===== src/rtl/stopwatch_pkg.sv =====
// Shared types and constants for the stopwatch controller slice.
package stopwatch_pkg;

    // Controller states; the encoding is visible on the state output port.
    typedef enum logic [1:0] {
        IDLE  = 2'd0,
        RUN   = 2'd1,
        LAP   = 2'd2,
        PAUSE = 2'd3
    } sw_state_t;

    // Packed time word {zm[2:0], um[3:0], zs[2:0], us[3:0]}.
    localparam int unsigned TIME_W_DEF = 14;
    localparam int unsigned US_LSB     = 0;
    localparam int unsigned ZS_LSB     = 4;
    localparam int unsigned UM_LSB     = 7;
    localparam int unsigned ZM_LSB     = 11;

    // Counting states: prescaler advances and valid may fire.
    function automatic logic is_running(input sw_state_t s);
        return (s == RUN) || (s == LAP);
    endfunction

    // Build a packed mm:ss word from its four digit fields.
    function automatic logic [TIME_W_DEF-1:0] pack_time(
        input logic [2:0] zm,
        input logic [3:0] um,
        input logic [2:0] zs,
        input logic [3:0] us
    );
        logic [TIME_W_DEF-1:0] t;
        t = '0;
        t[ZM_LSB +: 3] = zm;
        t[UM_LSB +: 4] = um;
        t[ZS_LSB +: 3] = zs;
        t[US_LSB +: 4] = us;
        return t;
    endfunction

endpackage


===== src/rtl/stopwatch_btn_sync_edge.sv =====
// Button conditioner: 2-flop synchronizer followed by a rising-edge
// detector producing a one-cycle event per press.
module btn_sync_edge (
    input  logic i_clk,
    input  logic i_rst_n,
    input  logic i_btn,
    output logic o_evt
);

    logic r_sync1;
    logic r_sync2;
    logic r_prev;

    // Synchronize the raw level and keep one cycle of history for edge detect.
    always_ff @(posedge i_clk or negedge i_rst_n) begin
        if (!i_rst_n) begin
            r_sync1 <= 1'b0;
            r_sync2 <= 1'b0;
            r_prev  <= 1'b0;
        end else begin
            r_sync1 <= i_btn;
            r_sync2 <= r_sync1;
            r_prev  <= r_sync2;
        end
    end

    assign o_evt = r_sync2 & ~r_prev;

endmodule


===== src/rtl/stopwatch_ctrl.sv =====
// Run/pause/lap/clear controller for the mm:ss stopwatch counter chain.
module stopwatch_ctrl
    import stopwatch_pkg::*;
#(
    parameter int unsigned TICK_DIV = 50_000_000,
    parameter int unsigned TIME_W   = TIME_W_DEF
) (
    input  logic              clk,
    input  logic              rst,
    input  logic              btn_start,
    input  logic              btn_reset,
    input  logic              btn_lap,
    input  logic [TIME_W-1:0] time_in,
    output logic              valid,
    output logic              fsm_reset,
    output logic [TIME_W-1:0] time_disp,
    output logic              lap_hold,
    output logic [1:0]        state
);

    localparam int unsigned   PW        = $clog2(TICK_DIV);
    localparam logic [PW-1:0] PRESC_MAX = PW'(TICK_DIV - 1);

    logic w_start_evt;
    logic w_reset_evt;
    logic w_lap_evt;

    sw_state_t         r_state;
    sw_state_t         w_state_nxt;
    logic              w_take_snap;
    logic              w_clear;
    logic [PW-1:0]     r_presc;
    logic [TIME_W-1:0] r_snap;
    logic              r_fsm_reset;

    btn_sync_edge u_sync_start (
        .i_clk   (clk),
        .i_rst_n (rst),
        .i_btn   (btn_start),
        .o_evt   (w_start_evt)
    );

    btn_sync_edge u_sync_reset (
        .i_clk   (clk),
        .i_rst_n (rst),
        .i_btn   (btn_reset),
        .o_evt   (w_reset_evt)
    );

    btn_sync_edge u_sync_lap (
        .i_clk   (clk),
        .i_rst_n (rst),
        .i_btn   (btn_lap),
        .o_evt   (w_lap_evt)
    );

    // Next-state decode; priority reset > start > lap, illegal events dropped.
    always_comb begin
        w_state_nxt = r_state;
        w_take_snap = 1'b0;
        w_clear     = 1'b0;
        case (r_state)
            IDLE: begin
                if (w_start_evt) w_state_nxt = RUN;
            end
            RUN: begin
                if (w_start_evt) begin
                    w_state_nxt = PAUSE;
                end else if (w_lap_evt) begin
                    w_state_nxt = LAP;
                    w_take_snap = 1'b1;
                end
            end
            LAP: begin
                if (w_start_evt)    w_state_nxt = PAUSE;
                else if (w_lap_evt) w_state_nxt = RUN;
            end
            PAUSE: begin
                if (w_reset_evt) begin
                    w_state_nxt = IDLE;
                    w_clear     = 1'b1;
                end else if (w_start_evt) begin
                    w_state_nxt = RUN;
                end
            end
            default: w_state_nxt = IDLE;
        endcase
    end

    // State, snapshot and registered clear pulse.
    always_ff @(posedge clk or negedge rst) begin
        if (!rst) begin
            r_state     <= IDLE;
            r_snap      <= '0;
            r_fsm_reset <= 1'b0;
        end else begin
            r_state     <= w_state_nxt;
            r_fsm_reset <= w_clear;
            if (w_take_snap) r_snap <= time_in;
        end
    end

    // Prescaler: counts while running, holds in PAUSE, zeroed on entry to IDLE.
    always_ff @(posedge clk or negedge rst) begin
        if (!rst) begin
            r_presc <= '0;
        end else if (w_clear) begin
            r_presc <= '0;
        end else if (is_running(r_state)) begin
            r_presc <= (r_presc == PRESC_MAX) ? '0 : r_presc + PW'(1);
        end
    end

    assign valid     = is_running(r_state) && (r_presc == PRESC_MAX);
    assign fsm_reset = r_fsm_reset;
    assign lap_hold  = (r_state == LAP);
    assign time_disp = lap_hold ? r_snap : time_in;
    assign state     = r_state;

endmodule


===== config.mk =====
export PLATFORM = sky130hd
export DESIGN_NAME = stopwatch_ctrl
export DESIGN_NICKNAME = d
export VERILOG_FILES = /design/src/rtl/stopwatch_pkg.sv /design/src/rtl/stopwatch_btn_sync_edge.sv /design/src/rtl/stopwatch_ctrl.sv
export SDC_FILE = /design/constraint.sdc
export NUM_CORES = 1
export LEC_CHECK = 0
export ABC_CLOCK_PERIOD_IN_PS = 5800
export CORE_ASPECT_RATIO = 1.4
export CORE_UTILIZATION = 58
export CTS_BUF_LIST = sky130_fd_sc_hd__clkbuf_8 sky130_fd_sc_hd__clkbuf_16
export CTS_CLUSTER_SIZE = 40
export DETAILED_ROUTE_END_ITERATION = 16
export PLACE_DENSITY = 0.95
export SYNTH_ARGS = -nofsm -noshare
export SYNTH_HDL_FRONTEND = slang
export SYNTH_SLANG_ARGS = --single-unit

===== constraint.sdc =====
create_clock -name clk -period 5.8 [get_ports clk]
set_input_delay 1.16 -clock clk [delete_from_list [all_inputs] [get_ports clk]]
set_output_delay 1.16 -clock clk [all_outputs]
set_load 0.01 [all_outputs]

==> impl_metrics.env <==
export IMPL_status="completed"
export IMPL_h_tree_depth=2
export IMPL_slew_headroom_pct=45.82
export IMPL_netlist_area_leader_share_pct=50.31
export IMPL_clkSinkCount=52
export IMPL_syn_nets=263
export IMPL_synthToLayoutAreaGrowth_pct=20.37
export IMPL_hpwl_um=3845
export IMPL_first_iter_violations=71
export IMPL_setup_worst_path_class="reg2out"
export IMPL_cp_common_cell="inv_1"
export IMPL_io_buffers=37
export IMPL_antenna_cells=0
export IMPL_cp_start_kind="flop"
export IMPL_initial_core_util_pct=61.01
export IMPL_cp_end_kind="primary output"
export IMPL_gp_congestion=0.8954
export IMPL_tns_ns=0
export IMPL_p_per_area_mw_per_mm2=406.8
export IMPL_grt_start_max_net_pins=53
export IMPL_clock_skew_ns=0.01144
export IMPL_via_per_inst=5.798
export IMPL_synth_area_per_cell_um2=10.82
export IMPL_tightestPinTransition_ns=0.8113
export IMPL_io_pins=38
export IMPL_arrival_ns=2.48
export IMPL_dr_pass1_iters=4
export IMPL_drive_gt1_share_pct=15.88
export IMPL_crit_family="buffers and inverters"
export IMPL_cts_setup_buffers=0
export IMPL_clock_latency_ns=0.32
export IMPL_synth_area_leaders="dfrtp_1 (50%), mux2_2 (13%), nor2_1 (4.1%)"
export IMPL_fmax_mhz=274.9
export IMPL_drv_slew=0
export IMPL_maxCapViolations=0
export IMPL_cts_buffer_depth=2
export IMPL_syn_cell_area_mm2=0.002586
export IMPL_grt_setup_unrepaired="false"
export IMPL_setup_viol=0
export IMPL_netlist_cell_type_count=42
export IMPL_die_area_mm2=0.004734
export IMPL_vias=1954
export IMPL_ys_ff_latch=52
export IMPL_path_cells="inv_1 -> ha_1 -> inv_1 -> nor3_1 -> and3_1 -> clkdlybuf4s50_1"
export IMPL_path_max_fanout=5
export IMPL_grt_pass1_vias=2019
export IMPL_wl_per_cell_um=16.02
export IMPL_cts_tree="yes"
export IMPL_critPathSlowestCell="clkdlybuf4s50_1"
export IMPL_timing_final_ws_setup_ns=2.163
export IMPL_netlist_instances=239
export IMPL_clk_pin_slew_worst_paths_ns=0.10
export IMPL_hold_viol_final=0
export IMPL_synthArstFlopShare_pct=100.0
export IMPL_totalWireLength_um=5399
export IMPL_p_leak_nw=1.318
export IMPL_ys_top_cells_by_count="dfrtp_1 (52), mux2_2 (29), nor2_1 (28)"
export IMPL_die_w_um=58.44
export IMPL_ctsHoldBuffers=0
export IMPL_finalCriticalPeriod_ns=3.637
export IMPL_path_buf_inv=3
export IMPL_synth_seq_area_share_pct=50.31
export IMPL_synth_flop_cell="dfrtp_1"
export IMPL_grt_pass1_wl_um=9135
export IMPL_synth_edf_count=0
export IMPL_hp_class="reg2reg"
export IMPL_synth_top_cell_by_area="dfrtp_1"
export IMPL_vdd_ir_drop_max_uv=201.9
export IMPL_post_cts_resize_count=0
export IMPL_post_synth_top_count_cell="dfrtp_1"
export IMPL_ant_nets=0
export IMPL_nets=300
export IMPL_dp_slack_ns=2.286
export IMPL_ys_warn_count=0
export IMPL_cp_required_ns=4.64
export IMPL_cts_buffers_inserted=5
export IMPL_antenna_found_initial=0
export IMPL_gr_total_overflow=0
export IMPL_post_route_drc_count=0
export IMPL_grt_usage_pct=25.86
export IMPL_fillCellCount=292
export IMPL_cts_root_buf="clkbuf_8"
export IMPL_post_route_util_pct=73.44
export IMPL_num_rows=28
export IMPL_die_h_um=81.01
export IMPL_fin_crit_sh_pct=62.71
export IMPL_core_area_mm2=0.004239
export IMPL_slowest_delay_ns=0.54
export IMPL_power_mw=1.266
-- per-layer routing --
metal  vias up  track usage [%]  wire [um]
met5         -                0          0
met4         0            10.71        103
met3        10            5.414        316
met2        69            47.59       2919
met1       956            28.50       2060
li1        919                -          -
-- placed cells by master, fill, tap and decap left out, types with 5 or more instances in the layout --
cell type,count
dfrtp_1,52
xor2_1,12
o21ai_0,6
inv_1,8
mux2_2,29
nand2_1,13
xnor2_1,5
ha_1,5
clkdlybuf4s50_1,36
clkbuf_8,5
nor2_1,28
nand4_1,14
nand3_1,12
a21oi_1,6
-- metrics by stage --
stage	std cells	cell area (um^2)	hold WS [ns]
after floorplan	239	2586	0.3312
after global placement	329	2998	0.3324
after detailed placement	329	2998	0.3393
after CTS	337	3113	0.3506
after global routing	337	3113	0.3564
final	337	3113	0.3511
-- cells by family after synthesis --
| group | after synthesis | synth area share, % |
|---|---|---|
| DFF | 52 | 50.31 |
| and+or+nand+nor | 95 | 19.93 |
| AOI/OAI and AO/OA | 24 | 5.999 |
| xor gates and xnor gates | 17 | 5.757 |
| adders and majority gates | 5 | 2.419 |
| muxes | 30 | 13.01 |
| buffers and inverters | 16 | 2.564 |
-- final timing paths --
check / startpoint / endpoint / slack, ns / depth (start not counted)
worst max-delay path: state[1]$_DFFE_PN0P_ / valid / 2.16 / 6
worst min register to register: u_sync_start.r_sync1$_DFF_PN0_ / u_sync_start.r_sync2$_DFF_PN0_ / 0.35 / 0
max in group asynchronous: rst / r_presc[3]$_DFFE_PN0P_ / 4.42 / 2
min in group asynchronous: rst / r_snap[0]$_DFFE_PN0P_ / 0.93 / 2
worst max register to register: state[0]$_DFFE_PN0P_ / state[1]$_DFFE_PN0P_ / 3.38 / 7
worst min-delay path: u_sync_start.r_sync1$_DFF_PN0_ / u_sync_start.r_sync2$_DFF_PN0_ / 0.35 / 0
-- final cells by class --
class | count | area, um^2 | share of cell area [%]
Sequential cell | 52 | 1301 | 41.80
Multi-Input combinational cell | 171 | 1219 | 39.15
Timing Repair Buffer | 38 | 372.9 | 11.98
Tap cell | 60 | 75.07 | 2.412
Clock buffer | 5 | 68.82 | 2.211
Clock inverter | 3 | 46.29 | 1.487
Inverter | 8 | 30.03 | 0.9646
-- flip-flops by register name, summed over array words and instances, names as in the netlist --
| name | cells |
|---|---|
| u_sync_start.r_sync1 | 1 |
| r_presc | 26 |
| u_sync_reset.r_sync2 | 1 |
| u_sync_lap.r_sync2 | 1 |
| u_sync_lap.r_prev | 1 |
| fsm_reset | 1 |
| u_sync_reset.r_prev | 1 |
| u_sync_reset.r_sync1 | 1 |
| state | 2 |
| u_sync_start.r_prev | 1 |
| u_sync_start.r_sync2 | 1 |
| u_sync_lap.r_sync1 | 1 |
| r_snap | 14 |
-- power by group --
part	total (mW)	switching [mW]	internal (mW)
Sequential	0.498	0.0586	0.439
Clock	0.253	0.123	0.130
Combinational	0.516	0.256	0.260
No activity file was read; power rests on OpenSTA's default activity.
==> RTL edit 1, RTL diff (same flow settings) <==
Make the reset (`i_rst_n` and `rst`) synchronous in 3 clocked blocks.
--- a/src/rtl/stopwatch_btn_sync_edge.sv
+++ b/src/rtl/stopwatch_btn_sync_edge.sv
@@ -12,7 +12,7 @@
     logic r_prev;
 
     // Synchronize the raw level and keep one cycle of history for edge detect.
-    always_ff @(posedge i_clk or negedge i_rst_n) begin
+    always_ff @(posedge i_clk) begin
         if (!i_rst_n) begin
             r_sync1 <= 1'b0;
             r_sync2 <= 1'b0;
--- a/src/rtl/stopwatch_ctrl.sv
+++ b/src/rtl/stopwatch_ctrl.sv
@@ -88,7 +88,7 @@
     end
 
     // State, snapshot and registered clear pulse.
-    always_ff @(posedge clk or negedge rst) begin
+    always_ff @(posedge clk) begin
         if (!rst) begin
             r_state     <= IDLE;
             r_snap      <= '0;
@@ -101,7 +101,7 @@
     end
 
     // Prescaler: counts while running, holds in PAUSE, zeroed on entry to IDLE.
-    always_ff @(posedge clk or negedge rst) begin
+    always_ff @(posedge clk) begin
         if (!rst) begin
             r_presc <= '0;
         end else if (w_clear) begin
Formal check against the unedited RTL: differs if rst is asserted again (counterexample within 4 cycles, from zero or initial values and one cycle with rst low); with rst held inactive, the same outputs for 10 cycles.
==> RTL edit 1 against the original RTL <==
- synthesized area shrank 0.82%
- sequential share of layout area shrank 7.7 points
- worst hold slack gained 91 ps
- cell area shrank 1.8%
- setup slack lost 270 ps
- clock skew shrank 3.2 ps
- sequential cell count is the same
- routed wire length grew 9.9%
- die area shrank 0.79%
- critical path type unchanged
- highest routed layer unchanged
Power is not compared: it rests on default switching activity, and its combinational part moved more than twofold at a synthesized area within 25%.
==> RTL edit 1: results (changes against the original RTL) <==
metric;value;unit;change
status;complete, no violations;;unchanged
initial antenna violation count;0;;unchanged
DRT Pass-1 Iters;5;;was 4
pin count of the biggest net entering global routing;28;;was 53
overflow left after global routing;0;;unchanged
synth top area cells;dfxtp_1 (41%), mux2_2 (6.1%), mux2i_1 (5.9%), nor2b_1 (4.1%), ha_1 (2.9%);;was dfrtp_1 (50%), mux2_2 (13%), nor2_1 (4.1%), xor2_1 (4.1%), nand4_1 (3.4%)
max reg flops;26;;unchanged
Biggest register;r_presc;;unchanged
Seq/Total Area, Yosys;40.6;%;was 50.3%
post-synthesis cell type count;43;;was 42
top cells by count, synth;dfxtp_1 (52), nand2_1 (17), nor2b_1 (17);;was dfrtp_1 (52), mux2_2 (29), nor2_1 (28)
Overall Global Routing Usage;27.3;%;was 25.9%
syn nets;294;;was 263
CP max FO;11;;was 5
data arrival time of the critical path;2750;ps;was 2480 ps
CTS max path bufs;2;;unchanged
cts bufs inserted;5;;unchanged
post-DP HPWL;4040;um;was 3850 um
clk_skew;8.22;ps;was 11.4 ps
clk root buf;clkbuf_8;;unchanged
register-to-register setup slack;3240;ps;was 3380 ps
peak supply drop;0.184;mV;
LEAKAGE;1.10;nW;
routability cong.;0.982;;was 0.895
vias in the first global route;2170;;was 2019
PortBufs;37;;unchanged
Crit-path slowest cell;clkdlybuf4s50_1;;unchanged
Post-CTS Setup Inserts;0;;unchanged
vias per cell;6.13;;was 5.80
delay-heaviest family, CP;simple AND/OR/NAND/NOR gates;;was buffers and inverters
clock-pin slew on the worst setup and hold paths;100;ps;about the same
crit-path max cell delay;580;ps;was 540 ps
Synth warnings;0;;unchanged
drt initial violations;108;;was 71
min-delay worst type;flop to flop;;unchanged
fin nets;324;;was 300
Skew-Pair Late Insertion Delay;310;ps;
Post-synth ARST share;0;%;was 100%
layout cells sized above 1;11.0;%;was 15.9%
total wire length;5940;um;was 5400 um
Inserted Diodes;0;;unchanged
first-pass GRT wire length;9690;um;was 9140 um
slew margin rel.;38.0;%;was 45.8%
# resized after CTS;0;;unchanged
H-tree Lvls;2;;unchanged
Top FF cell, synth;dfxtp_1;;was dfrtp_1
fillers;310;;was 292
[RTL edit 1: cell families (layout without fill, tap and decap cells)]
logic type | after synthesis | in the layout | share of synthesized area, %
AND/OR/NAND/NOR | 117 | 117 | 28.0
buffers and inverters | 18 | 49 | 2.83
adder cells (fa/ha/maj) | 6 | 6 | 2.93
XOR/XNOR | 13 | 13 | 4.44
multiplexers | 29 | 29 | 12.0
AO/OA/AOI/OAI | 34 | 34 | 9.17
flip-flops | 52 | 52 | 40.6
[RTL edit 1: worst register-to-register path, delay by kind of cell (launching register included)]
kind	cells	cell delay, ps
compound gates	1	230
buf+inv	1	90
simple gates	3	1270
fa+ha+maj	1	450
flops	1	420
[RTL edit 1: path summary, 6_finish.rpt]
path	end	startpoint	depth (start not counted)
max	valid	state[0]	6
min	u_sync_start.r_sync2	u_sync_start.r_sync1	1
max reg2reg	r_presc[19]	state[0]	6
min reg2reg	u_sync_start.r_sync2	u_sync_start.r_sync1	1
[RTL edit 1: area by class of cell]
type	instances	share of cell area [%]
tap	60	2.46
timing repair buffer	38	12.4
clock inverter	3	0.860
inverter	3	0.368
multi-input combinational	199	47.6
sequential	52	34.1
clock buffer	5	2.25
[RTL edit 1: stage by stage]
stage / hold WS, ps / area, sq um / worst slack [ps] / instances
2_1_floorplan: 412 / 2560 / 2880 / 269
3_5_place_dp: 423 / 2960 / 2250 / 352
5_1_grt: 457 / 3060 / 1750 / 360
4_1_cts: 448 / 3060 / 1880 / 360
3_3_place_gp: 415 / 2960 / 2270 / 352
6_report: 442 / 3060 / 1890 / 360
[RTL edit 1: where the power goes]
group | total, mW | switching (mW) | internal (mW)
clock network | 0.217 | 0.129 | 0.0879
logic | 0.0499 | 0.0197 | 0.0302
registers | 0.364 | 0.00284 | 0.361
[RTL edit 1: layer usage]
metal	track usage (%)	share of wire, %	vias up
li1	-	-	1046
met4	15.5	4.8	0
met3	5.64	4.0	34
met1	28.7	40	1045
met2	49.3	51	80
met5	0	0	-
==> RTL edit 2, RTL diff (config.mk and constraints unchanged) <==
Made on the original files. Set the package constant `TIME_W_DEF` to 28 (it was 14).
--- a/src/rtl/stopwatch_pkg.sv
+++ b/src/rtl/stopwatch_pkg.sv
@@ -10,7 +10,7 @@
     } sw_state_t;
 
     // Packed time word {zm[2:0], um[3:0], zs[2:0], us[3:0]}.
-    localparam int unsigned TIME_W_DEF = 14;
+    localparam int unsigned TIME_W_DEF = 28;
     localparam int unsigned US_LSB     = 0;
     localparam int unsigned ZS_LSB     = 4;
     localparam int unsigned UM_LSB     = 7;
Ports: changed (resized time_disp and time_in); port bits go from 38 to 66. The function was not compared with the original's and may differ.
==> RTL edit 2 against the original RTL <==
- worst hold slack better by 0.72 ps
- cell area is 38% higher
- synthesized area is 29% higher
- non-clock buffer count is 29 higher
- power is 55% higher
- highest routed layer unchanged
- fmax is 13% lower
- sequential cell count is 14 higher
- register-to-register slack worse by 520 ps
- critical path depth is 1 lower
- setup slack worse by 550 ps
- routed wire length is 55% higher
==> RTL edit 2: results (changes against the original RTL) <==
metric;value;unit;change
Psw;0.608;mW;was 0.437 mW
post-synthesis cell type count;45;;was 42
data arrival time of the critical path;3020;ps;was 2480 ps
combinational power;0.752;mW;was 0.516 mW
cts bufs inserted;9;;was 5
Seq/Total Area, Yosys;49.6;%;was 50.3%
Crit. Startpoint;state[0];;was state[1]
status;complete, no violations;;unchanged
Placed Cells;418;;was 329
layout cells sized above 1;22.7;%;was 15.9%
H-tree Lvls;3;;was 2
delay-heaviest family, CP;adder cells;;was buffers and inverters
min-delay worst type;flop to flop;;unchanged
slew margin rel.;14.5;%;was 45.8%
routed wl met2;4140;um;was 2920 um
fin nets;399;;was 300
Layout Cells excl Fill;434;;was 337
total wire length;8350;um;was 5400 um
RR Startpoint;state[1];;was state[0]
post-DP HPWL;5280;um;was 3850 um
clk_skew;6.66;ps;was 11.4 ps
max reg flops;28;;was 26
top cells by count, synth;dfrtp_1 (66), mux2_2 (56), nor2_1 (25);;was dfrtp_1 (52), mux2_2 (29), nor2_1 (28)
Biggest register;r_snap;;was r_presc
vias in the first global route;2781;;was 2019
syn nets;334;;was 263
FF-to-FF End;r_presc[25];;was state[1]
routed wl met3;563;um;was 316 um
Post-synth ARST share;100;%;unchanged
clk pwr;0.526;mW;was 0.253 mW
clock-pin slew on the worst setup and hold paths;70;ps;was 100 ps
synth top area cells;dfrtp_1 (50%), mux2_2 (19%), nor2_1 (2.8%), xnor2_1 (2.6%), nand3_1 (2.6%);;was dfrtp_1 (50%), mux2_2 (13%), nor2_1 (4.1%), xor2_1 (4.1%), nand4_1 (3.4%)
register-to-register setup slack;2860;ps;was 3380 ps
PortBufs;65;;was 37
placed inst area;0.00401;sq mm;was 0.00300 sq mm
drt initial violations;151;;was 71
fillers;309;;was 292
Setup WS post-layout;1620;ps;was 2160 ps
gate count of the mapped netlist;296;;was 239
Post-Place Worst Slack;2060;ps;was 2290 ps
Min Hold Slack;352;ps;was 351 ps
Design Power;1.96;mW;was 1.27 mW
Vias;2748;;was 1954
routability cong.;0.851;;was 0.895
routed length on met1;3280;um;was 2060 um
CP endpoint;time_disp[1];;was valid
pin count of the biggest net entering global routing;67;;was 53
crit-path max cell delay;940;ps;was 540 ps
Crit-path slowest cell;ha_1;;was clkdlybuf4s50_1
peak supply drop;0.313;mV;was 0.202 mV
CP max FO;26;;was 5
first-pass GRT wire length;13500;um;was 9140 um
Overall Global Routing Usage;29.9;%;was 25.9%
Skew-Pair Late Insertion Delay;340;ps;was 320 ps
==> RTL edit 2: changes by cell type after synthesis, sizes merged, moves of 3 or more <==
cell,change
buf,+5
nand3,+5
dfrtp,+14
xor2,-7
mux2,+27
xnor2,+5
nor2,-3
==> RTL edit 2: kinds of logic after synthesis <==
family	after synthesis	synth area share, %
AND/OR/NAND/NOR	111	18.5
flip-flops	66	49.6
multiplexers	56	18.9
AO/OA/AOI/OAI	23	4.47
buffers and inverters	20	2.59
XOR/XNOR	15	3.95
adder cells (fa/ha/maj)	5	1.88
==> RTL edit 2: layout make-up <==
class	count	area, sq um	area share (%)
clock inverter	6	138	3.21
sequential	66	1650	38.5
inverter	7	26.3	0.613
clock buffer	10	138	3.21
tap	68	85.1	1.98
timing repair buffer	67	661	15.4
multi-input combinational	210	1590	37.1
==> RTL edit 2: metal layers <==
layer  vias to the layer above  GRT usage, %
li1                       1201             -
met1                      1334          34.8
met2                       172          50.8
met3                        41          6.34
met4                         0          15.2
met5                         -             0
